$ cat src/rtl/bit_serial_adder.sv
// ---------------------------------------------------------------------------
// bit_serial_adder
//
// Adds two WIDTH-bit operands plus a carry-in one bit per clock, LSB first,
// by time-multiplexing an external 1-bit full adder. Operands arrive and
// results leave through valid/ready handshakes.
//
// Ports:
//   clk        system clock, all state changes on the rising edge
//   rst        synchronous active-high reset
//   in_valid   operands a/b/cin are present
//   in_ready   adder is idle and can accept operands
//   a, b       WIDTH-bit operands
//   cin        carry in
//   fa_a       bit of a presented to the full adder
//   fa_b       bit of b presented to the full adder
//   fa_cin     running carry presented to the full adder
//   fa_sum     sum bit returned by the full adder (combinational)
//   fa_carry   carry bit returned by the full adder (combinational)
//   out_valid  sum/cout hold a completed result
//   out_ready  consumer takes the result
//   sum        WIDTH-bit result
//   cout       final carry out
// ---------------------------------------------------------------------------
module bit_serial_adder #(
    parameter int WIDTH = 8
) (
    input  logic             clk,
    input  logic             rst,
    input  logic             in_valid,
    output logic             in_ready,
    input  logic [WIDTH-1:0] a,
    input  logic [WIDTH-1:0] b,
    input  logic             cin,
    output logic             fa_a,
    output logic             fa_b,
    output logic             fa_cin,
    input  logic             fa_sum,
    input  logic             fa_carry,
    output logic             out_valid,
    input  logic             out_ready,
    output logic [WIDTH-1:0] sum,
    output logic             cout
);

    localparam int CNT_W = $clog2(WIDTH + 1);

    typedef enum logic [1:0] {
        IDLE,
        RUN,
        DONE
    } state_t;

    state_t             r_state;
    logic [WIDTH-1:0]   r_aShift;
    logic [WIDTH-1:0]   r_bShift;
    logic [WIDTH-1:0]   r_sumShift;
    logic [WIDTH-1:0]   r_sum;
    logic               r_carry;
    logic               r_cout;
    logic               r_outValid;
    logic [CNT_W-1:0]   r_count;

    logic [WIDTH:0]     w_sumConcat;
    logic [WIDTH-1:0]   w_sumNext;
    logic               w_lastBit;
    logic               w_running;

    // New sum bits enter at the MSB so that after WIDTH shifts the first
    // (LSB) bit has arrived at position 0. Taking the upper WIDTH bits of the
    // concatenation keeps this valid for WIDTH=1 as well.
    assign w_sumConcat = {fa_sum, r_sumShift};
    assign w_sumNext   = w_sumConcat[WIDTH:1];
    assign w_lastBit   = (r_count == CNT_W'(WIDTH - 1));
    assign w_running   = (r_state == RUN);

    // The full adder sits in a combinational loop with this block, so its
    // inputs come straight from the shift registers and are parked at zero
    // whenever no addition is in progress.
    assign fa_a   = w_running & r_aShift[0];
    assign fa_b   = w_running & r_bShift[0];
    assign fa_cin = w_running & r_carry;

    // Ready is held low during reset itself so nothing is accepted on the
    // reset edge, and rises as soon as reset is released.
    assign in_ready  = (r_state == IDLE) && !rst;
    assign out_valid = r_outValid;
    assign sum       = r_sum;
    assign cout      = r_cout;

    // Sequencer: latch operands in IDLE, clock one bit through the full adder
    // per cycle in RUN, then hold the result in DONE until it is taken.
    always_ff @(posedge clk) begin
        if (rst) begin
            r_state    <= IDLE;
            r_aShift   <= '0;
            r_bShift   <= '0;
            r_sumShift <= '0;
            r_sum      <= '0;
            r_carry    <= 1'b0;
            r_cout     <= 1'b0;
            r_outValid <= 1'b0;
            r_count    <= '0;
        end else begin
            case (r_state)
                IDLE: begin
                    if (in_valid) begin
                        r_aShift <= a;
                        r_bShift <= b;
                        r_carry  <= cin;
                        r_count  <= '0;
                        r_state  <= RUN;
                    end
                end
                RUN: begin
                    r_sumShift <= w_sumNext;
                    r_carry    <= fa_carry;
                    r_aShift   <= r_aShift >> 1;
                    r_bShift   <= r_bShift >> 1;
                    r_count    <= r_count + 1'b1;
                    if (w_lastBit) begin
                        r_sum      <= w_sumNext;
                        r_cout     <= fa_carry;
                        r_outValid <= 1'b1;
                        r_state    <= DONE;
                    end
                end
                DONE: begin
                    if (out_ready) begin
                        r_outValid <= 1'b0;
                        r_state    <= IDLE;
                    end
                end
                default: begin
                    r_state <= IDLE;
                end
            endcase
        end
    end

endmodule

$ cat config.mk
export PLATFORM = sky130hd
export DESIGN_NAME = bit_serial_adder
export DESIGN_NICKNAME = d
export VERILOG_FILES = /design/src/rtl/bit_serial_adder.sv
export SDC_FILE = /design/constraint.sdc
export NUM_CORES = 1
export LEC_CHECK = 0
export CAP_MARGIN = 20
export CORE_ASPECT_RATIO = 0.8
export CORE_MARGIN = 3
export CORE_UTILIZATION = 45
export DETAILED_ROUTE_END_ITERATION = 10
export GPL_TIMING_DRIVEN = 1
export MAX_ROUTING_LAYER = met4
export PLACE_DENSITY = 0.73
export SETUP_SLACK_MARGIN = 0.5
export SLEW_MARGIN = 25
export SYNTH_ARGS = -nofsm -noshare
export SYNTH_HDL_FRONTEND = slang
export SYNTH_SLANG_ARGS = --single-unit
export TNS_END_PERCENT = 10
$ cat constraint.sdc
create_clock -name clk -period 2.2 [get_ports clk]
set_clock_uncertainty 0.05 [all_clocks]
set_input_delay 0.33 -clock clk [delete_from_list [all_inputs] [get_ports clk]]
set_output_delay 0.33 -clock clk [all_outputs]
set_load 0.02 [all_outputs]
Yosys cells after proc, flatten, opt, wreduce, memory -nomap -nowiden
Cells that the tools add are included.

Bits in registers: 41. Input port bits: 23. Output and inout port bits: 14. Word-level logic and storage cells: 43.

$add $sub $neg: 1. Equality and inequality tests: 6. Muxes and demuxes: 15. Bitwise gates (word level): 3. Reductions and logical operators: 9.

Operators by type and width (count): $pmux W8 S2 (2); $mux W8 (2); $pmux W4 S2 (1); $mux W2 (3); $ne A2 B2 Y1 const B (3); $pmux W2 S3 (1); $reduce_and A3 Y1 (2); $add A4 B1 Y4 const B (1); $eq A4 B3 Y1 const B (1); $mux W4 (1); $pmux W1 S2 (2); $reduce_and A2 Y1 (2); $reduce_bool A2 Y1 (2); $and A1 B1 Y1 (3); $mux W1 (3); $eq A2 B1 Y1 const B (1); $eq A2 B2 Y1 const B (1); $logic_not A2 Y1 (1); $logic_and A1 B1 Y1 (1); $logic_not A1 Y1 (1).

Logic depth before layout (Yosys ltp)
Gate-level depths: netlist (run 1).

Word-level depth: 3. Mapped depth: 6. Mapped depth without buffers: 4.

Worst setup path after synthesis (run 1)
OpenSTA, ideal clock, no wires.

Path type: input to output. Start: input port rst. End: output port in_ready. Data arrival time: 1195 ps. Data required time: 1820 ps. Slack: 625 ps. Stages: 3. Buffers on the path: 2. Path through: clkbuf_1 -> clkbuf_1 -> nor3_1.

Cells in the longest elaborated chain, start to end: 2.

RTL lines: start: declaration (RTL line 29) `input logic rst,`; $logic_not A1 Y1 (RTL line 86) `assign in_ready = (r_state == IDLE) && !rst;`; $logic_and A1 B1 Y1 (RTL line 86); end: declaration (RTL line 31) `output logic in_ready,`.

No other way between the ends.

Worst setup path in the final report (run 1)
Start: register r_state[0]. End: output port fa_a.

Cells in the longest elaborated chain, start to end: 2.

RTL lines: start: declaration (RTL line 54) `state_t r_state;`; start signal: assignment (RTL line 95) `r_state <= IDLE;`; start signal: assignment (RTL line 112) `r_state <= RUN;`; start signal: assignment (RTL line 125) `r_state <= DONE;`; $eq A2 B1 Y1 (RTL line 75) `assign w_running = (r_state == RUN);`; $and A1 B1 Y1 (RTL line 80) `assign fa_a = w_running & r_aShift[0];`; end: declaration (RTL line 35) `output logic fa_a,`.

No other way between the ends.

==> results of run 1 <==
[critical path, cell delays in order, from the launching register on]
cell and delay, ns:
dfxtp_1 0.34, nor2b_4 0.22, and2_1 0.16, dlygate4sd2_1 0.33
[final cells by class]
class	count	area [um2]	area share [%]
Multi-Input combinational cell	146	895	38.9
Tap cell	55	68.8	2.99
Sequential cell	40	801	34.8
Timing Repair Buffer	44	437	19.0
Clock buffer	8	90.1	3.91
Inverter	3	11.3	0.489
[how the worst max path moves through the flow]
stage | slack [ns] | endpoint | start
2_1_floorplan | 0.62 | in_ready | rst
3_3_place_gp | 0.32 | in_ready | rst
3_5_place_dp | 0.27 | in_ready | rst
4_1_cts | 0.43 | in_ready | r_state[1]$_SDFFE_PP0P_
5_1_grt | 0.41 | r_bShift[7]$_SDFFE_PP0P_ | r_state[1]$_SDFFE_PP0P_
6_report | 0.50 | fa_a | r_state[0]$_SDFFE_PP0P_
[sequential cells by signal, indices dropped and copies added, names as in the netlist]
name,count
cout,1
sum,8
r_bShift,8
r_carry,1
r_aShift,8
out_valid,1
r_count,4
r_state,2
r_sumShift,7
[layout by cell type, fill, tap and decap left out, drive strengths merged, types with 2 or more instances in the layout]
cell type and count:
nand2b 2, a21oi 20, nor2b 2, nor2 32
o2bb2ai 12, buf 8, a211oi 16, o21ai 11
and2 3, nand3 11, dlygate4sd2 3, inv 2
nand2 18, a31oi 2, clkbuf 9, clkdlybuf4s50 32
o22ai 3, dfxtp 40
[timing repair]
item | in CTS | in global routing
cloned | 0 | 0
setup endpoints to repair | 4 | 22
gates resized for setup | 6 | 3
pin swaps | 0 | 1
setup buffers | 0 | 1
hold buffers | 0 | 0
[stage by stage]
stage	hold WS (ns)	util (%)	total power, W	instances	area [um2]
after global placement	0.398	57.2	0.000993	287	2210
after floorplan	0.387	-	0.000926	209	1830
after CTS	0.417	59.6	0.00148	295	2300
after detailed placement	0.406	57.2	0.000994	287	2210
final	0.411	59.7	0.00147	296	2300
after global routing	0.446	59.7	0.00153	296	2300
[per-layer routing]
layer	track usage, %	up-vias
met5	-	-
met4	6.22	0
met3	3.89	4
met2	25.9	32
met1	25.0	740
li1	-	799
[report_power, final]
group	internal, W	total (W)	leakage [nW]	switching [W]
combinational	0.0000993	0.000200	0.437	0.000101
sequential	0.000756	0.000778	0.327	0.0000213
clock	0.000256	0.000493	0.0455	0.000237
total	0.00111	0.00147	0.810	0.000359
[cells by family after synthesis]
group | synth area share, %
adder cells (fa/ha/maj) | 0.684
AND/OR/NAND/NOR | 20.3
buffers and inverters | 7.67
flip-flops | 43.8
AO/OA/AOI/OAI | 27.6
==> reports/metrics.cfg, run 1 <==
[run_status]
status=finished clean

[logic_synthesis]
synth_top_cell_by_area=dfxtp_1
ys.flop_type=dfxtp_1
synthMostInstantiatedCell=dfxtp_1
synth_area_um2=1830
synth_cell_type_count=37
yosys-top-cells-count=dfxtp_1, nor2_1, a21oi_1, nand2_1, o2bb2ai_1
ys_async_sr_fraction_pct=0
yosysSeqAreaShare_pct=43.8
avgSynthCellArea_um2=8.75
ys_warn_count=0
ys_ff_latch=40
syn_nets=233
yosys-top-cells-area=dfxtp_1, a211oi_2, o2bb2ai_1, a21oi_1, nor2_1
yosysTopAreaCellShare_pct=43.8
synth_cells=209
synth_edf_count=0

[floorplan]
die_area_um2=4870
rows=20
die_width_um=77.3
start_util_pct=47.4
die_h_um=63.0
pin_count=37
core_um2=3850

[layout]
nets=264
layout-drive-gt1-share_pct=14.5
n_fill_cell=363
area_growth_pct=25.9
insertedDiodeCount=0

[timing]
fmax_ghz=0.588
rsz0062_at_grt=true
fin_crit_sh_pct=77.3
min_period_ns=1.70
setup_viol=0
worstMarginPinSlew_ns=0.472
fin_ws_ns=0.500
hold_violations=0
slew_headroom_pct=68.5
tns_ns=0
maxSlewViolCount=0

[power_and_ir_drop]
ir_worst_vdd_mv=0.407
p_leak_nw=0.810
powerDensity_nw_per_um2=639

[placed_design]
pre_cts_slack_ns=0.272
portBuffers=36
gp_congestion=0.776
hpwl_um=2670

[route]
met3WireLength_um=191
dr.max_layer_used=met4
vias_per_cell=5.32
wl_met1_um=2090
ant_nets=0
route.detailed.drc=0
wl_per_cell_um=13.9
firstDrtPassIters=4
dr_total_vias=1575
drt-total-wl_um=4120
drtIter0Drc=120
wl_met2_um=1800

[critical_path]
crit_fanout=5
critical_path_required_ns=1.82
r2r_slack_ns=0.54
critical_path_class=flop to primary output
r2r_cells=5
start_kind=flop
endpoint_kind=primary output
reg2reg_from=r_state[1]$_SDFFE_PP0P_
arrival_ns=1.32
r2r_end=r_bShift[7]$_SDFFE_PP0P_

[cts]
cts_buffer_depth=2
htree_levels=2
clk_root_buffer_cell=clkbuf_8
cts_buffers=5
clk-insertion-delay-late_ns=0.29
clk_pin_slew_ns=0.07
cts_tree=yes
cts.sinks=40

[min_path]
worstHoldEndpoint=r_sumShift[1]$_SDFFE_PP0P_
hp-start=r_sumShift[1]$_SDFFE_PP0P_
min-delay-path-class=flop to flop
hold_path_depth=2

[grt]
grt.total_usage_pct=18.0
first_global_vias=1523
grt_pass1_wl_um=7050
grt_start_max_net_pins=42
antenna_found_initial=0
grt_overflow=0

[flow_run]
cap_violations=0

Power figures use the tool's default switching activity.
==> run 2: changes to the inputs <==
Clock period 2.2 ns to 1.6 ns, I/O delays scaled along.
==> reports/metrics.cfg, run 2 (same netlist as run 1, synthesis figures left out) <==
[run_status]
status=finished clean

[layout]
mostFrequentLayoutCell=dfxtp_1
n_fill_cell=315  ; -13%
final_area_um2=2660  ; +16%
insertedDiodeCount=0  ; unchanged
layout-drive-gt1-share_pct=29.3  ; +15 points
area_growth_pct=45.5
nets=282  ; +6.8%
final_cell_mix=dfxtp_1, nor2_1, clkdlybuf4s50_1
final_core_util_pct=69.0  ; +9.3 points

[power_and_ir_drop]
powerDensity_nw_per_um2=881  ; +38%
total_power_w=0.00234  ; +59%
p_leak_nw=0.994  ; +23%
ir_worst_vdd_mv=0.704  ; +73%

[critical_path]
r2r_slack_ns=0.19  ; -0.35 ns
crit_fanout=4  ; -1
r2r_end=r_count[2]$_SDFFE_PP0P_
r2r_cells=5  ; unchanged
endpoint_kind=primary output
arrival_ns=1.12  ; -0.20 ns
start_kind=flop
reg2reg_from=r_state[0]$_SDFFE_PP0P_
crit_chain=nor2b_4, and2_4, buf_6
cp_slowest_cell=dfxtp_2
max_stage_delay_ns=0.36  ; +0.02 ns
critical_path_class=flop to primary output
critical_path_required_ns=1.31  ; -0.51 ns

[floorplan]
die_area_um2=4870  ; unchanged
die_h_um=63.0  ; unchanged
core_um2=3850  ; unchanged
start_util_pct=47.4  ; unchanged
die_width_um=77.3  ; unchanged
rows=20  ; unchanged
pin_count=37  ; unchanged

[timing]
fin_crit_sh_pct=88.4
maxSlewViolCount=0  ; unchanged
worstMarginPinSlew_ns=0.485  ; +0.0124 ns
setup_viol=0  ; unchanged
hold_violations=0  ; unchanged
tns_ns=0  ; unchanged
rsz0062_at_grt=true
min_period_ns=1.41
hold_ws_ns=0.415  ; +0.00402 ns
slew_headroom_pct=67.7  ; -0.79 points
fmax_ghz=0.707

[placed_design]
hpwl_um=2820  ; +5.4%
gp_congestion=0.788  ; +1.5%
place_area_um2=2370  ; +7.3%
portBuffers=36  ; unchanged

[cts]
cts.sinks=40  ; unchanged
clk_pin_slew_ns=0.07  ; about the same
htree_levels=2  ; unchanged
clk_root_buffer_cell=clkbuf_8
cts_buffer_depth=2  ; unchanged
cts_buffers=5  ; unchanged
clk-insertion-delay-late_ns=0.29  ; about the same
cts_tree=yes

[flow_run]
cap_violations=0  ; unchanged

[grt]
grt_pass1_wl_um=7630  ; +8.2%
grt_start_max_net_pins=42  ; unchanged
first_global_vias=1574  ; +3.3%
grt.total_usage_pct=20.0  ; +2.0 points
grt_overflow=0  ; unchanged
antenna_found_initial=0  ; unchanged

[route]
drtIter0Drc=121  ; +0.83%
ant_nets=0  ; unchanged
wl_per_cell_um=15.0  ; +7.4%
drt-total-wl_um=4700  ; +14%
route.detailed.drc=0  ; unchanged
vias_per_cell=5.40  ; +1.5%
dr_total_vias=1696  ; +7.7%
firstDrtPassIters=4  ; unchanged

[min_path]
hold_path_depth=2  ; unchanged
hp-start=sum[0]$_SDFFE_PP0P_
min-delay-path-class=flop to flop
worstHoldEndpoint=sum[0]$_SDFFE_PP0P_

## run 2: final cells by class
| cell class | instances | area, um2 | share of cell area (%) |
|---|---|---|---|
| well taps | 55 | 68.8 | 2.59 |
| clock buffers | 7 | 96.3 | 3.62 |
| clock inverters | 1 | 30.0 | 1.13 |
| repair inverters | 1 | 7.51 | 0.282 |
| multi-input cells | 146 | 1000 | 37.8 |
| inverters | 3 | 15.0 | 0.564 |
| flip-flops and latches | 40 | 808 | 30.4 |
| repair buffers | 61 | 629 | 23.7 |
## run 2: worst max-delay path by stage
stage / startpoint / endpoint / slack (ns) / cells after the start
after detailed placement: rst / in_ready / -0.12 / 3
final: r_state[0]$_SDFFE_PP0P_ / fa_b / 0.19 / 3
after global placement: rst / in_ready / -0.12 / 3
after CTS: r_state[0]$_SDFFE_PP0P_ / fa_cin / 0.16 / 3
after floorplan: r_state[0]$_SDFFE_PP0P_ / r_bShift[3]$_SDFFE_PP0P_ / 0.41 / 6
after global routing: r_state[0]$_SDFFE_PP0P_ / r_count[2]$_SDFFE_PP0P_ / 0.09 / 5
## run 2: where the power goes
part / switching (W) / leakage, nW / internal [W]
clock: 0.000351 / 0.0645 / 0.000550
combinational: 0.000166 / 0.601 / 0.000197
sequential: 0.0000388 / 0.329 / 0.00104
total: 0.000557 / 0.994 / 0.00179
## run 2: layer usage
layer / vias up / routed length, um / track usage [%]
met1: 800 / 2350 / 27.7
li1: 844 / - / -
met2: 46 / 2090 / 28.3
met3: 6 / 213 / 6.05
met5: - / 0 / -
met4: 0 / 47 / 5.11
## run 2: worst max-delay path: cells and delay by family (launching register included)
kind,cells,cell delay [ns]
simple gates,2,0.37
flops,1,0.36
buf+inv,1,0.11
## run 2: what timing repair did
action                     CTS  global route
setup endpoints to repair   54            54
buffers inserted             6             3
hold buffers                 0             0
resized for setup           44            13
cloned                       1             2
pin swaps                    7             5
## run 2: metrics by stage
step	std cells	worst slack, ns
after floorplan	209	0.409
after global placement	294	-0.117
after detailed placement	294	-0.121
after CTS	309	0.161
after global routing	314	0.0937
final	314	0.185
